<file path="config.mk">
export PLATFORM = sky130hd
export DESIGN_NAME = even_fx_pipe
export DESIGN_NICKNAME = d
export VERILOG_FILES = /design/src/rtl/even_fx_pipe.sv
export SDC_FILE = /design/constraint.sdc
export NUM_CORES = 2
export LEC_CHECK = 0
export CORE_MARGIN = 4
export CORE_UTILIZATION = 45
export DETAILED_ROUTE_END_ITERATION = 16
export PLACE_DENSITY = 0.68
export SLEW_MARGIN = 20
export SYNTH_ARGS = -nofsm -noshare
export SYNTH_HDL_FRONTEND = slang
export SYNTH_SLANG_ARGS = --single-unit
</file>
<file path="constraint.sdc">
create_clock -name clock -period 18.15 [get_ports clock]
set_clock_uncertainty 0.05 [all_clocks]
set_input_delay 4.5375 -clock clock [delete_from_list [all_inputs] [get_ports clock]]
set_output_delay 4.5375 -clock clock [all_outputs]
set_load 0.005 [all_outputs]
</file>
<file path="src/rtl/even_fx_pipe.sv">
// Even-pipe fixed-point/logical SIMD execution unit: lane arithmetic, LATENCY-deep result
// pipeline with per-stage forwarding taps, flush, illegal-op pulse and retire counter.
module even_fx_pipe #(
    parameter int unsigned DATA_W  = 128,
    parameter int unsigned LATENCY = 2,
    parameter int unsigned ADDR_W  = 7
) (
    input  logic                        clock,
    input  logic                        reset,
    input  logic                        in_valid,
    input  logic [3:0]                  op_sel,
    input  logic                        hw_mode,
    input  logic [DATA_W-1:0]           ra_input,
    input  logic [DATA_W-1:0]           rb_input,
    input  logic [9:0]                  I10_input,
    input  logic [ADDR_W-1:0]           rt_address_input,
    input  logic                        flush,
    output logic                        wrt_en,
    output logic [ADDR_W-1:0]           rt_address,
    output logic [DATA_W-1:0]           rt_value,
    output logic [LATENCY-1:0]          fwd_valid,
    output logic [ADDR_W*LATENCY-1:0]   fwd_addr,
    output logic [DATA_W*LATENCY-1:0]   fwd_data,
    output logic                        illegal_op,
    output logic [31:0]                 retired
);

    localparam int unsigned NumWords = DATA_W / 32;
    localparam int unsigned NumHalfs = DATA_W / 16;

    localparam logic [3:0] OpAdd  = 4'd1;
    localparam logic [3:0] OpSf   = 4'd2;
    localparam logic [3:0] OpAddi = 4'd3;
    localparam logic [3:0] OpSfi  = 4'd4;
    localparam logic [3:0] OpCg   = 4'd5;
    localparam logic [3:0] OpBg   = 4'd6;
    localparam logic [3:0] OpAnd  = 4'd7;
    localparam logic [3:0] OpAndc = 4'd8;
    localparam logic [3:0] OpOr   = 4'd9;
    localparam logic [3:0] OpXor  = 4'd10;

    logic [31:0]       w_sext32;
    logic [15:0]       w_sext16;
    logic [DATA_W-1:0] w_word_res;
    logic [DATA_W-1:0] w_half_res;
    logic [DATA_W-1:0] w_result;
    logic              w_legal;
    logic              w_capture;

    assign w_sext32 = {{22{I10_input[9]}}, I10_input};
    assign w_sext16 = {{6{I10_input[9]}}, I10_input};

    // Each 32-bit slice has its own adder; lane order only affects placement.
    for (genvar gi = 0; gi < NumWords; gi++) begin : g_word
        logic [31:0] w_a;
        logic [31:0] w_b;
        logic [32:0] w_sum;
        logic [31:0] w_res;

        assign w_a   = ra_input[gi*32 +: 32];
        assign w_b   = rb_input[gi*32 +: 32];
        assign w_sum = {1'b0, w_a} + {1'b0, w_b};

        // Word-lane arithmetic, including carry/borrow generate
        always_comb begin
            w_res = '0;
            case (op_sel)
                OpAdd:   w_res = w_sum[31:0];
                OpSf:    w_res = w_b - w_a;
                OpAddi:  w_res = w_a + w_sext32;
                OpSfi:   w_res = w_sext32 - w_a;
                OpCg:    w_res = {31'b0, w_sum[32]};
                OpBg:    w_res = {31'b0, (w_b >= w_a)};
                default: w_res = '0;
            endcase
        end

        assign w_word_res[gi*32 +: 32] = w_res;
    end

    for (genvar gi = 0; gi < NumHalfs; gi++) begin : g_half
        logic [15:0] w_a;
        logic [15:0] w_b;
        logic [15:0] w_res;

        assign w_a = ra_input[gi*16 +: 16];
        assign w_b = rb_input[gi*16 +: 16];

        // Halfword-lane arithmetic; CG/BG have no halfword form
        always_comb begin
            w_res = '0;
            case (op_sel)
                OpAdd:   w_res = w_a + w_b;
                OpSf:    w_res = w_b - w_a;
                OpAddi:  w_res = w_a + w_sext16;
                OpSfi:   w_res = w_sext16 - w_a;
                default: w_res = '0;
            endcase
        end

        assign w_half_res[gi*16 +: 16] = w_res;
    end

    // Final result select: lane width for arithmetic, full-width for logicals
    always_comb begin
        w_result = '0;
        case (op_sel)
            OpAdd, OpSf, OpAddi, OpSfi: w_result = hw_mode ? w_half_res : w_word_res;
            OpCg, OpBg:                 w_result = w_word_res;
            OpAnd:                      w_result = ra_input & rb_input;
            OpAndc:                     w_result = ra_input & ~rb_input;
            OpOr:                       w_result = ra_input | rb_input;
            OpXor:                      w_result = ra_input ^ rb_input;
            default:                    w_result = '0;
        endcase
    end

    assign w_legal   = (op_sel >= OpAdd) && (op_sel <= OpXor);
    assign w_capture = in_valid && w_legal && !flush;

    logic              r_valid [LATENCY];
    logic [ADDR_W-1:0] r_addr  [LATENCY];
    logic [DATA_W-1:0] r_data  [LATENCY];
    logic              r_illegal;
    logic [31:0]       r_retired;

    // Stage 1 capture; addr/data hold while the stage is empty
    always_ff @(posedge clock or posedge reset) begin
        if (reset) begin
            r_valid[0] <= 1'b0;
            r_addr[0]  <= '0;
            r_data[0]  <= '0;
        end else begin
            r_valid[0] <= w_capture;
            if (w_capture) begin
                r_addr[0] <= rt_address_input;
                r_data[0] <= w_result;
            end
        end
    end

    for (genvar gk = 1; gk < LATENCY; gk++) begin : g_stage
        // Stage gk+1 follows stage gk; flush kills the valid in flight
        always_ff @(posedge clock or posedge reset) begin
            if (reset) begin
                r_valid[gk] <= 1'b0;
                r_addr[gk]  <= '0;
                r_data[gk]  <= '0;
            end else begin
                r_valid[gk] <= r_valid[gk-1] && !flush;
                r_addr[gk]  <= r_addr[gk-1];
                r_data[gk]  <= r_data[gk-1];
            end
        end
    end

    // Illegal-op pulse reports even when flush drops the instruction
    always_ff @(posedge clock or posedge reset) begin
        if (reset) begin
            r_illegal <= 1'b0;
        end else begin
            r_illegal <= in_valid && (op_sel > OpXor);
        end
    end

    // Count completed write-backs; wraps naturally
    always_ff @(posedge clock or posedge reset) begin
        if (reset) begin
            r_retired <= '0;
        end else if (r_valid[LATENCY-1]) begin
            r_retired <= r_retired + 32'd1;
        end
    end

    for (genvar gk = 0; gk < LATENCY; gk++) begin : g_fwd
        assign fwd_valid[gk]                    = r_valid[gk];
        assign fwd_addr[gk*ADDR_W +: ADDR_W]    = r_addr[gk];
        assign fwd_data[gk*DATA_W +: DATA_W]    = r_data[gk];
    end

    assign wrt_en     = r_valid[LATENCY-1];
    assign rt_address = r_addr[LATENCY-1];
    assign rt_value   = r_data[LATENCY-1];
    assign illegal_op = r_illegal;
    assign retired    = r_retired;

endmodule

</file>
==> results.sh <==
export IMPL_clk_latency_ps=640
export IMPL_setup_tns_final_ps=0
export IMPL_global_route_usage_met1_pct=44.5
export IMPL_synth_yosys_warnings=0
export IMPL_pre_cts_ws_ps=7780
export IMPL_worst_slew_margin_rel_pct=24.1
export IMPL_routed_via_count=56465
export IMPL_post_cts_buffers=0
export IMPL_clockRootBuffer="clkbuf_16"
export IMPL_place_hpwl_mm=168
export IMPL_die_width_um=346
export IMPL_whs_path_depth=0
export IMPL_report_final_slew_viol_count=0
export IMPL_synth_edff_count=0
export IMPL_groute_layer_met2_usage_pct=57.0
export IMPL_grt_pass1_wl_mm=336
export IMPL_dieArea_mm2=0.120
export IMPL_clkTransAtPathRegs_ps=60
export IMPL_grt_pass1_vias=54189
export IMPL_remaining_drc_errors=0
export IMPL_post_drt_wl_per_cell_um=25.9
export IMPL_core_region_area_mm2=0.113
export IMPL_r2r_worst_path_cells=7
export IMPL_cts_tree="yes"
export IMPL_yosysSeqAreaShare_pct=14.9
export IMPL_startpoint_type="input port"
export IMPL_chipHeight_um=346
export IMPL_clock_sink_count=305
export IMPL_postLayoutCoreUtil_pct=53.3
export IMPL_cts_made_buffers=42
export IMPL_final_gp_congestion=1.02
export IMPL_period_share_pct=54.5
export IMPL_gr_usage_all_layers_pct=35.7
export IMPL_grt_antenna_before_repair=34
export IMPL_synth_async_sr_flop_share_pct=100
export IMPL_design_power_mw=4.04
export IMPL_drt_total_wl_mm=227
export IMPL_max_cap_violations=0
export IMPL_design_area_mm2=0.0603
export IMPL_post_route_cells_drive_above_1_share_pct=3.41
export IMPL_place_area_mm2=0.0587
export IMPL_met3_usage_pct=8.54
export IMPL_grt_setup_unrepaired="no"
export IMPL_via_density_per_instance=6.42
export IMPL_areaGrowthSynthToFinish_pct=17.3
export IMPL_placed_cells_incl_taps=8687
export IMPL_tightestPinTransition_ps=1110
export IMPL_placement_rows=123
export IMPL_cp_data_arrival_time_ps=10350
export IMPL_synth_adder_area_share_pct=17.8
export IMPL_detailedRoute_firstIterationViolations=6281
export IMPL_criticalPathCategory="input port to flop"
export IMPL_io_buffer_count=722
export IMPL_hold_path_startpoint="fwd_addr[1]"
export IMPL_max_clock_freq_ghz=0.101
export IMPL_worstReg2RegStart="wrt_en"
export IMPL_synth_area_mux_share_pct=0.334
export IMPL_htreeDepth=2
export IMPL_grt_most_used_layer="met2"
export IMPL_power_ir_vdd_worst_mv=0.0645
export IMPL_p_leak_nw=25.4
export IMPL_worst_hold_slack_ps=345
export IMPL_yosysUniqueCellTypes=95
export IMPL_ff2ff_setup_slack_ps=15860
export IMPL_minimum_clock_period_ps=9900
export IMPL_max_clock_path_buffers=3
export IMPL_global_route_overflow_total=0
export IMPL_synth_net_count=7894
export IMPL_design_final_nets=8230
export IMPL_min_path_type="flop to flop"
export IMPL_setup_ws_ps=8250
export IMPL_run_status="finished, final reports clean"
export IMPL_netlist_instances=6895
export IMPL_synth_xor_area_share_pct=12.5
export IMPL_detail_route_antenna_nets=0
export IMPL_setup_viol=0
export IMPL_syn_cell_area_mm2=0.0514
export IMPL_maximum_number_of_pins_on_one_net_before_global_route_repair=133
export IMPL_syn_avg_cell_area_um2=7.45
export IMPL_endpoint_kind="flop"
export IMPL_reg2reg_to="retired[31]"
export IMPL_ctsHoldBuffers=0
export IMPL_simple_gate_share_of_the_synthesized_area_pct=17.8
export IMPL_hold_violations=0
export IMPL_cts_resized=0
export IMPL_critical_path_peak_fanout=40
export IMPL_p_per_area_mw_per_mm2=67.1
export IMPL_starting_density_pct=45.5
export IMPL_synth_top_family_by_area="compound AO/OA/AOI/OAI gates"
export IMPL_yosys_most_used_dff="dfrtp_1"
export IMPL_synth_seq_cells=305
export IMPL_detailed_routing_iterations_pass_1=5
export IMPL_layoutNonFillerInstCount=8793
export IMPL_io_pin_count=723
export IMPL_holdPathEnd="rt_address[1]"
export IMPL_crit_required_ps=18600
export IMPL_fill_count=10921
export IMPL_synth_compound_gate_area_share_pct=28.7
[layout by cell type (no fill, tap or decap), drive strengths merged, types with 51 or more instances in the layout]
| cell | n |
|---|---|
| nor3 | 157 |
| and3 | 53 |
| xor2 | 115 |
| clkdlybuf4s50 | 719 |
| nand2 | 533 |
| dfrtp | 305 |
| a221oi | 85 |
| a31oi | 80 |
| xnor2 | 616 |
| o21ai | 417 |
| nor2b | 65 |
| o21bai | 81 |
| o221ai | 60 |
| nor2 | 638 |
| buf | 71 |
| o211ai | 75 |
| inv | 442 |
| o2111ai | 82 |
| ha | 693 |
| nand2b | 86 |
| a211oi | 59 |
| a21oi | 575 |
| nand4 | 59 |
| nor4 | 52 |
| o31ai | 51 |
| o22ai | 74 |
| a21o | 167 |
| o21a | 56 |
| nand3 | 201 |
[layout make-up]
type / instances / area [um^2] / area share [%]
diodes: 29 / 72.6 / 0.120
clock buffers: 49 / 1140 / 1.89
clock inverters: 28 / 308 / 0.511
inverters: 448 / 1700 / 2.82
multi-input cells: 5644 / 39800 / 66.0
flip-flops and latches: 305 / 7630 / 12.7
well taps: 1500 / 1880 / 3.11
repair buffers: 790 / 7770 / 12.9
[how the worst max path moves through the flow]
stage | startpoint | end | slack [ps] | cells after the start
finish | op_sel[2] | fwd_data[111] | 8250 | 18
floorplan | reset | fwd_addr[0] | 5130 | 1
global placement | op_sel[3] | fwd_data[111] | 7880 | 18
global route | op_sel[2] | fwd_data[111] | 7970 | 18
CTS | op_sel[3] | fwd_data[111] | 8410 | 18
detailed placement | ra_input[33] | fwd_data[61] | 7780 | 22
[per-layer routing]
metal / share of wire, % / wire [um]
met1: 39 / 88700
met2: 45 / 101000
met3: 11 / 24100
met4: 5.8 / 13100
met5: 0.037 / 84
[sequential cells by signal, summed over array words and instances, names as in the netlist]
signal	count
fwd_data	128
rt_value	128
retired	32
fwd_addr	7
rt_address	7
fwd_valid	1
illegal_op	1
wrt_en	1
[Yosys cell counts, types with 16 or more instances]
| cell type | instances | share of area [%] |
|---|---|---|
| a31oi_1 | 79 | 0.96 |
| xnor2_1 | 615 | 10 |
| a221oi_1 | 83 | 1.4 |
| and2_1 | 18 | 0.22 |
| o221ai_1 | 60 | 1.0 |
| nor3_1 | 154 | 1.5 |
| or2_2 | 16 | 0.19 |
| a21o_1 | 167 | 2.4 |
| inv_1 | 437 | 3.2 |
| or3_1 | 46 | 0.56 |
| dfrtp_1 | 305 | 15 |
| nor2b_1 | 65 | 0.79 |
| nor2_1 | 638 | 4.7 |
| o31a_1 | 18 | 0.31 |
| nor4_1 | 49 | 0.60 |
| o41ai_1 | 22 | 0.38 |
| clkbuf_1 | 280 | 2.0 |
| o211ai_1 | 75 | 1.1 |
| buf_4 | 136 | 2.0 |
| o31ai_1 | 49 | 0.72 |
| a21oi_1 | 575 | 5.6 |
| o21ai_0 | 408 | 4.0 |
| nand2b_1 | 86 | 1.0 |
| and3_1 | 53 | 0.65 |
| a31o_2 | 17 | 0.29 |
| nand2_1 | 532 | 3.9 |
| o21bai_1 | 81 | 1.2 |
| a311oi_1 | 32 | 0.55 |
| o22a_1 | 24 | 0.41 |
| buf_2 | 21 | 0.20 |
| o21a_1 | 56 | 0.82 |
| ha_1 | 693 | 17 |
| nand3_1 | 200 | 1.9 |
| o2111ai_1 | 82 | 1.4 |
| or4_1 | 18 | 0.26 |
| fa_1 | 24 | 0.94 |
| a211oi_1 | 58 | 0.85 |
| a22oi_1 | 20 | 0.29 |
| buf_1 | 60 | 0.44 |
| o22ai_1 | 74 | 0.90 |
| a221o_1 | 41 | 0.80 |
| mux2i_1 | 16 | 0.31 |
| nand4_1 | 59 | 0.72 |
| xor2_1 | 115 | 2.0 |
[worst max-delay path: stages]
cell	delay (ps)
clkdlybuf4s50_1	690
nor2_1	520
nand2_4	560
buf_4	490
o21ai_0	360
inv_1	80
ha_1	270
nor2b_1	130
o21a_1	200
o21ai_0	390
a211oi_1	150
a2111oi_0	830
o21bai_1	130
a21oi_1	310
o21a_1	230
o21ai_0	150
mux2i_1	180
o21ai_0	100
[where the power goes]
group          leakage [nW]  internal, mW  switching (mW)  total, mW
clock                 0.706         0.524           0.380      0.903
sequential             3.61         0.822           0.153      0.975
combinational          21.1         0.999            1.17       2.17
[logic make-up after synthesis]
logic type                 after synthesis
muxes                                   17
DFF                                    305
buffers and inverters                  946
and+or+nand+nor                       1978
adders and majority gates              717
xor gates and xnor gates               731
AOI/OAI and AO/OA                     2201
No activity file was read; power rests on OpenSTA's default activity.
